### config.mk
export PLATFORM = sky130hd
export DESIGN_NAME = bus_xfer_ctrl
export DESIGN_NICKNAME = d
export VERILOG_FILES = /design/src/rtl/bus_xfer_ctrl.sv
export SDC_FILE = /design/constraint.sdc
export NUM_CORES = 1
export LEC_CHECK = 0
export ABC_CLOCK_PERIOD_IN_PS = 4950
export BUFFER_PORTS_ARGS = -buffer_cell sky130_fd_sc_hd__buf_2
export CAP_MARGIN = 20
export CORE_ASPECT_RATIO = 1.75
export CORE_MARGIN = 8
export CORE_UTILIZATION = 55
export CTS_CLUSTER_SIZE = 25
export DETAILED_ROUTE_END_ITERATION = 16
export GPL_TIMING_DRIVEN = 1
export PLACE_DENSITY = 0.85
export SLEW_MARGIN = 20
export SYNTH_ARGS = -nofsm -noshare
export SYNTH_HDL_FRONTEND = slang
export SYNTH_SLANG_ARGS = --single-unit
### constraint.sdc
create_clock -name clk -period 4.95 [get_ports clk]
set_clock_uncertainty 0.05 [all_clocks]
set_input_delay 0.2475 -clock clk [delete_from_list [all_inputs] [get_ports clk]]
set_output_delay 0.2475 -clock clk [all_outputs]
set_load 0.03 [all_outputs]
### src/rtl/bus_xfer_ctrl.sv
// bus_xfer_ctrl
//   Register-to-register (or immediate-to-register) transfer sequencer for a
//   shared 8-bit bus. A request is accepted only in IDLE. The transfer then
//   runs DRIVE -> LATCH -> DONE -> IDLE. The source is enabled for DRIVE and
//   LATCH. The destination write strobe is raised in LATCH only, so the source
//   is always driving whenever a register is loading.
//
// Ports
//   clk, rst_n       rising-edge clock, asynchronous active-low reset
//   req              transfer request (sampled in IDLE only)
//   src, dst         source / destination register index
//   imm_en, imm      use immediate value imm instead of register src
//   bus_in           bus value as observed by the controller
//   rd, wr           one-hot read / write strobes to the bus registers
//   bus_out, bus_oe  immediate drive value and its output enable
//   busy             transfer in progress
//   done             one-cycle pulse when a transfer completes
//   err              one-cycle pulse when a request is rejected (src == dst)
//   last_val         bus value captured by the last completed transfer
module bus_xfer_ctrl #(
    parameter int NREG = 8,
    parameter int AW   = 3
) (
    input  logic            clk,
    input  logic            rst_n,
    input  logic            req,
    input  logic [AW-1:0]   src,
    input  logic [AW-1:0]   dst,
    input  logic            imm_en,
    input  logic [7:0]      imm,
    input  logic [7:0]      bus_in,
    output logic [NREG-1:0] rd,
    output logic [NREG-1:0] wr,
    output logic [7:0]      bus_out,
    output logic            bus_oe,
    output logic            busy,
    output logic            done,
    output logic            err,
    output logic [7:0]      last_val
);

    localparam logic [1:0] S_IDLE  = 2'd0;
    localparam logic [1:0] S_DRIVE = 2'd1;
    localparam logic [1:0] S_LATCH = 2'd2;
    localparam logic [1:0] S_DONE  = 2'd3;

    logic [1:0]      state_q,    state_d;
    logic [AW-1:0]   src_q,      src_d;
    logic [AW-1:0]   dst_q,      dst_d;
    logic            imm_en_q,   imm_en_d;
    logic [7:0]      imm_q,      imm_d;
    logic [NREG-1:0] rd_q,       rd_d;
    logic [NREG-1:0] wr_q,       wr_d;
    logic [7:0]      bus_out_q,  bus_out_d;
    logic            bus_oe_q,   bus_oe_d;
    logic            busy_q,     busy_d;
    logic            done_q,     done_d;
    logic            err_q,      err_d;
    logic [7:0]      last_val_q, last_val_d;

    // Index to one-hot strobe vector.
    function automatic logic [NREG-1:0] onehot(input logic [AW-1:0] idx);
        logic [NREG-1:0] oh;
        oh = '0;
        for (int i = 0; i < NREG; i++) begin
            oh[i] = (idx == AW'(i));
        end
        return oh;
    endfunction

    // Next-state and next-output logic. Outputs are computed one state ahead
    // so that every output comes straight from a flop.
    always_comb begin
        state_d    = state_q;
        src_d      = src_q;
        dst_d      = dst_q;
        imm_en_d   = imm_en_q;
        imm_d      = imm_q;
        rd_d       = '0;
        wr_d       = '0;
        bus_out_d  = 8'h00;
        bus_oe_d   = 1'b0;
        busy_d     = 1'b0;
        done_d     = 1'b0;
        err_d      = 1'b0;
        last_val_d = last_val_q;

        case (state_q)
            S_IDLE: begin
                if (req) begin
                    if (!imm_en && (src == dst)) begin
                        // Self-copy is rejected; remain idle and flag it.
                        err_d = 1'b1;
                    end else begin
                        src_d    = src;
                        dst_d    = dst;
                        imm_en_d = imm_en;
                        imm_d    = imm;
                        state_d  = S_DRIVE;
                        busy_d   = 1'b1;
                        if (imm_en) begin
                            bus_oe_d  = 1'b1;
                            bus_out_d = imm;
                        end else begin
                            rd_d = onehot(src);
                        end
                    end
                end else begin
                    state_d = S_IDLE;
                end
            end
            S_DRIVE: begin
                // Keep the source on the bus and add the destination load.
                state_d = S_LATCH;
                busy_d  = 1'b1;
                wr_d    = onehot(dst_q);
                if (imm_en_q) begin
                    bus_oe_d  = 1'b1;
                    bus_out_d = imm_q;
                end else begin
                    rd_d = onehot(src_q);
                end
            end
            S_LATCH: begin
                // Bus is stable here: source and destination both enabled.
                state_d    = S_DONE;
                busy_d     = 1'b1;
                done_d     = 1'b1;
                last_val_d = bus_in;
            end
            S_DONE: begin
                state_d = S_IDLE;
            end
            default: begin
                state_d = S_IDLE;
            end
        endcase
    end

    // State and output registers.
    always_ff @(posedge clk or negedge rst_n) begin
        if (!rst_n) begin
            state_q    <= S_IDLE;
            src_q      <= '0;
            dst_q      <= '0;
            imm_en_q   <= 1'b0;
            imm_q      <= 8'h00;
            rd_q       <= '0;
            wr_q       <= '0;
            bus_out_q  <= 8'h00;
            bus_oe_q   <= 1'b0;
            busy_q     <= 1'b0;
            done_q     <= 1'b0;
            err_q      <= 1'b0;
            last_val_q <= 8'h00;
        end else begin
            state_q    <= state_d;
            src_q      <= src_d;
            dst_q      <= dst_d;
            imm_en_q   <= imm_en_d;
            imm_q      <= imm_d;
            rd_q       <= rd_d;
            wr_q       <= wr_d;
            bus_out_q  <= bus_out_d;
            bus_oe_q   <= bus_oe_d;
            busy_q     <= busy_d;
            done_q     <= done_d;
            err_q      <= err_d;
            last_val_q <= last_val_d;
        end
    end

    assign rd       = rd_q;
    assign wr       = wr_q;
    assign bus_out  = bus_out_q;
    assign bus_oe   = bus_oe_q;
    assign busy     = busy_q;
    assign done     = done_q;
    assign err      = err_q;
    assign last_val = last_val_q;

endmodule
# --- Yosys cells after proc, flatten, opt, wreduce, memory -nomap -nowiden ---
# Index checks and enable logic that the tools add are counted.
classes:
  n_addsub: 0
  mul: 0
  div: 0
  order_cmp: 0
  eq_ne: 26
  n_shift: 0
  n_mux: 26
  n_bitwise: 1
  reduce_logical: 8
ops:
  columns: ["cell", "count"]
  rows:
  - ["2-to-1 mux 8 bit", 9]
  - ["equality test 3 bit, second input constant", 12]
  - ["case mux 8 bit (2 select lines)", 2]
  - ["equality test 3 x 2 -> 1 bit, second input constant", 6]
  - ["2-to-1 mux 1 bit", 10]
  - ["equality test 3 x 1 -> 1 bit, second input constant", 3]
  - ["logical NOT 3 bit", 3]
  - ["case mux 2 bit (4 select lines)", 1]
  - ["equality test 2 bit, second input constant", 2]
  - ["2-to-1 mux 2 bit", 2]
  - ["case mux 1 bit (2 select lines)", 2]
  - ["equality test 3 bit", 1]
  - ["!= test 3 bit, second input constant", 1]
  - ["AND reduction 3 bit", 1]
  - ["equality test 2 x 1 -> 1 bit, second input constant", 1]
  - ["logical NOT 2 bit", 1]
  - ["OR reduction 2 bit", 1]
  - ["logical AND 1 bit", 1]
  - ["logical NOT 1 bit", 1]
  - ["NOT 1 bit", 1]
word_totals:
  reg_bits: 53
  latchBits: 0
  ram_bits: 0
  mem_bits_ro: 0
  input_bits: 26
  out_inout_bits: 36
  word_cells: 74
  mem_count: 0

# --- Longest topological paths before layout ---
depth:
  depth_word: 5
  mapped_depth: 7
  ltp_nobuf: 5

# --- Least setup slack after synthesis ---
# Ideal clock, no wire load.
synth_path:
  path_kind: "flip-flop to flip-flop"
  start: "register state_q[0]"
  end: "register dst_q[0]"
  setup_time_ns: 0.125
  arrival_time_ns: 1.565
  required_ns: 4.775
  setup_slack_ns: 3.210
  path_stages_with_launch: 8
  n_path_buf: 2
  synth_period_minus_slack_ns: 1.740
  cell_sequence: "dfrtp_1 inv_1 ha_1 and2_1 buf_2 o41ai_4 buf_6 mux2_4"
synth_between:
  elab_chain_len: 2
synth_lines:
  columns: ["element", "line", "rtl"]
  rows:
  - ["start: declaration", "47", "logic [1:0] state_q, state_d;"]
  - ["start signal: assignment", "157", "state_q <= state_d;"]
  - ["logical NOT 2 bit", "88", "case (state_q)"]
  - ["AND reduction 3 bit (no line)", null, null]
  - ["end signal: assignment", "159", "dst_q <= dst_d;"]
  - ["end: declaration", "49", "logic [AW-1:0] dst_q, dst_d;"]
# Every way passes these cells.
# A chain may end at the register's enable or synchronous reset.

# --- Final worst setup path ---
layout_path:
  start: "register state_q[0]"
  end: "register imm_q[1]"
layout_between:
  elab_chain_len: 2
layout_lines:
  columns: ["element", "line", "rtl"]
  rows:
  - ["logical NOT 2 bit", "88", null]
  - ["AND reduction 3 bit (no line)", null, null]
  - ["end signal: assignment", "161", "imm_q <= imm_d;"]
  - ["end: declaration", "51", "logic [7:0] imm_q, imm_d;"]
# Every way passes these cells.

==> impl_metrics.py <==
metrics = {
    "synth": {
        "ys_seq_area_frac": 0.598,
        "async_flop_share": 1.00,
        "synth_area_um2": 2220,
        "yosysUniqueCellTypes": 40,
        "yosysWarnings": 0,
        "syn_inst": 161,
        "synth-seq-cells": 53,
        "synth_ff_type": "dfrtp_1",
        "syn_avg_cell_area_um2": 13.8,
        "syn_nets": 191,
        "synth_edf_count": 0,
    },
    "die": {
        "fp.dieW_um": 64.0,
        "rows": 30,
        "core_region_area_um2": 3870,
        "top_level_ports": 62,
        "start_util": 0.574,
        "dieArea_um2": 6400,
        "die_height_um": 100,
    },
    "clock_tree": {
        "h-tree-depth": 2,
        "cts_buffer_depth": 2,
        "numCtsBuffers": 5,
        "clkTransAtPathRegs_ns": 0.09,
        "cts_tree": "done",
        "cts_sinks": 53,
        "postCtsSetupRepairBufs": 0,
        "clk_latency_ns": 0.30,
        "clock_tree.root_cell": "clkbuf_8",
    },
    "placement": {
        "placed_cell_area_um2": 2540,
        "portBuffers": 61,
        "dp_hpwl_mm": 3.50,
        "dpl.cell_count": 263,
        "gp_congestion": 0.748,
    },
    "route": {
        "via_per_inst": 5.42,
        "post_drt_wl_per_cell_um": 16.7,
        "vias": 1481,
        "drt_iter0_drc": 46,
        "postRouteAntennaNets": 0,
        "dr.pass1.iters": 4,
        "drc": 0,
        "drt-total-wl_mm": 4.56,
    },
    "global_routing": {
        "grt_usage": 0.148,
        "grt_pass1_wl_mm": 7.58,
        "grt_max_degree": 54,
        "grt_pass1_vias": 1588,
        "grt_overflow": 0,
        "antenna_found_initial": 0,
    },
    "sta": {
        "period_minus_slack_ns": 2.03,
        "fin_tns_setup_ns": 0,
        "grt_setup_unrepaired": "no",
        "hold_viol_final": 0,
        "post-route-period-util": 0.410,
        "timing.fmax_mhz": 493,
        "slew_viol_final": 0,
        "finalSetupViolCount": 0,
        "tightest_slew_ns": 0.665,
        "slew_headroom": 0.554,
    },
    "worst_setup_path": {
        "path_class": "reg -> reg",
        "endpoint_kind": "flop",
        "ff2ff_path_depth": 6,
        "reg2reg_slack_ns": 2.92,
        "crit_path_max_fanout": 9,
        "setup.worst_path.start": "state_q[0]$_DFFE_PN0N_",
        "arrival_ns": 2.17,
        "required_ns": 5.09,
        "r2r_end": "imm_q[1]$_DFFE_PN0P_",
        "critical_path.startpoint_type": "flop",
        "r2r-start": "state_q[0]$_DFFE_PN0N_",
    },
    "power": {
        "power.leakage_nw": 1.34,
        "powerDensity_nw_per_um2": 570,
        "power_mw": 1.51,
        "ir_worst_vdd_uv": 368,
    },
    "cells_and_area": {
        "seq_area_um2": 1330,
        "final_nets": 254,
        "antenna-diode-count": 0,
        "stdcell_area_um2": 2650,
        "fillers": 293,
        "drive_gt1_frac": 0.413,
        "multi_input_area_um2": 827,
        "stdcell_count": 273,
        "area_delta_synth_final_pct": 19.2,
        "fin_util": 0.684,
    },
    "min_path": {
        "whs_path_depth": 2,
        "min_to": "imm_q[1]$_DFFE_PN0P_",
        "worstHoldPathType": "in -> reg",
        "hp-start": "imm[1]",
    },
    "run_status": {
        "run_status": "finished, final reports clean",
    },
    "flow_run": {
        "cap_violations": 0,
    },
}
[registers in the layout (all words and copies together) (netlist names)]
name	count
bus_oe	1
bus_out	8
busy	1
done	1
dst_q	3
err	1
imm_en_q	1
imm_q	8
last_val	8
rd	8
src_q	3
state_q	2
wr	8
[cell families (layout without fill, tap and decap cells)]
group	Yosys count	after routing	share of synthesized area
flip-flops	53	53	0.598
AND/OR/NAND/NOR	37	37	0.0970
AO/OA/AOI/OAI	28	28	0.109
multiplexers	21	21	0.121
buffers and inverters	13	77	0.0293
XOR/XNOR	5	5	0.0231
adder cells (fa/ha/maj)	4	4	0.0226
[worst max-delay path, cell delays in order, from the launching register on]
cell	delay (ns)
dfrtp_1	0.42
inv_1	0.09
ha_1	0.28
and2_1	0.33
o41ai_4	0.20
buf_4	0.23
mux2_1	0.31
[stage by stage]
step | setup slack, ns | hold WS (ns)
3_3_place_gp | 2.76 | 0.431
3_5_place_dp | 2.69 | 0.430
2_1_floorplan | 3.21 | -0.0981
6_report | 2.92 | 0.128
5_1_grt | 2.81 | 0.119
4_1_cts | 2.98 | 0.114
[area by class of cell]
| class | count | share of cell area |
|---|---|---|
| inverters | 6 | 0.00851 |
| multi-input cells | 95 | 0.313 |
| flip-flops and latches | 53 | 0.501 |
| well taps | 48 | 0.0227 |
| repair buffers | 63 | 0.123 |
| clock inverters | 1 | 0.00284 |
| clock buffers | 7 | 0.0289 |
[routing by layer]
layer | vias to the layer above | global-route usage | wire length, µm
met2 | 53 | 0.249 | 2390
met4 | 0 | 0.0743 | 85
li1 | 711 | - | -
met5 | - | 0 | 0
met3 | 9 | 0.0536 | 383
met1 | 708 | 0.158 | 1700
[where the power goes]
| part | total [mW] | leakage (nW) | switching, mW | internal (mW) |
|---|---|---|---|---|
| Clock | 0.227 | 0.0385 | 0.127 | 0.100 |
| Combinational | 0.615 | 0.620 | 0.354 | 0.262 |
| Sequential | 0.664 | 0.679 | 0.0862 | 0.578 |
| Total | 1.51 | 1.34 | 0.567 | 0.939 |
[layout by cell type (no fill, tap or decap), types with 5 or more instances in the layout]
cell type | Yosys | final
o32ai_1 | 6 | 6
inv_1 | 6 | 6
dfrtp_1 | 53 | 53
nor2_1 | 6 | 6
mux2_2 | 10 | 10
buf_2 | 1 | 60
nand2b_1 | 5 | 5
a22o_1 | 8 | 8
clkbuf_8 | 0 | 5
mux2_4 | 9 | 9
[repair_timing]
action	CTS	global route
hold endpoints to repair	0	53
gates resized for setup	0	0
hold buffers	0	1
[synthesized netlist by cell type (2+ instances only)]
master | count | area [µm²]
inv_1 | 6 | 22.5
dfrtp_1 | 53 | 1330
buf_6 | 2 | 22.5
o41ai_1 | 2 | 17.5
nand2_1 | 4 | 15.0
a211oi_1 | 2 | 15.0
nand3_1 | 4 | 20.0
xor2_1 | 2 | 17.5
a31oi_1 | 2 | 12.5
nand2b_1 | 5 | 31.3
nor2b_1 | 2 | 12.5
ha_1 | 4 | 50.1
mux2_4 | 9 | 135
mux2_2 | 10 | 113
o32ai_1 | 6 | 52.6
and2_1 | 2 | 12.5
nand3b_1 | 4 | 30.0
nor3_1 | 3 | 15.0
clkbuf_1 | 3 | 11.3
a21oi_1 | 3 | 15.0
xnor2_1 | 2 | 17.5
nor2_1 | 6 | 22.5
a22o_1 | 8 | 70.1
[worst max path at each step]
stage	depth (start not counted)	to	slack (ns)
after floorplan	7	dst_q[0]$_DFFE_PN0P_	3.21
after global placement	4	imm_q[0]$_DFFE_PN0P_	2.76
after global routing	6	imm_q[1]$_DFFE_PN0P_	2.81
after detailed placement	4	imm_q[0]$_DFFE_PN0P_	2.69
after CTS	5	imm_q[1]$_DFFE_PN0P_	2.98
final	6	imm_q[1]$_DFFE_PN0P_	2.92
Note: power is estimated with default switching activity, not from simulation.
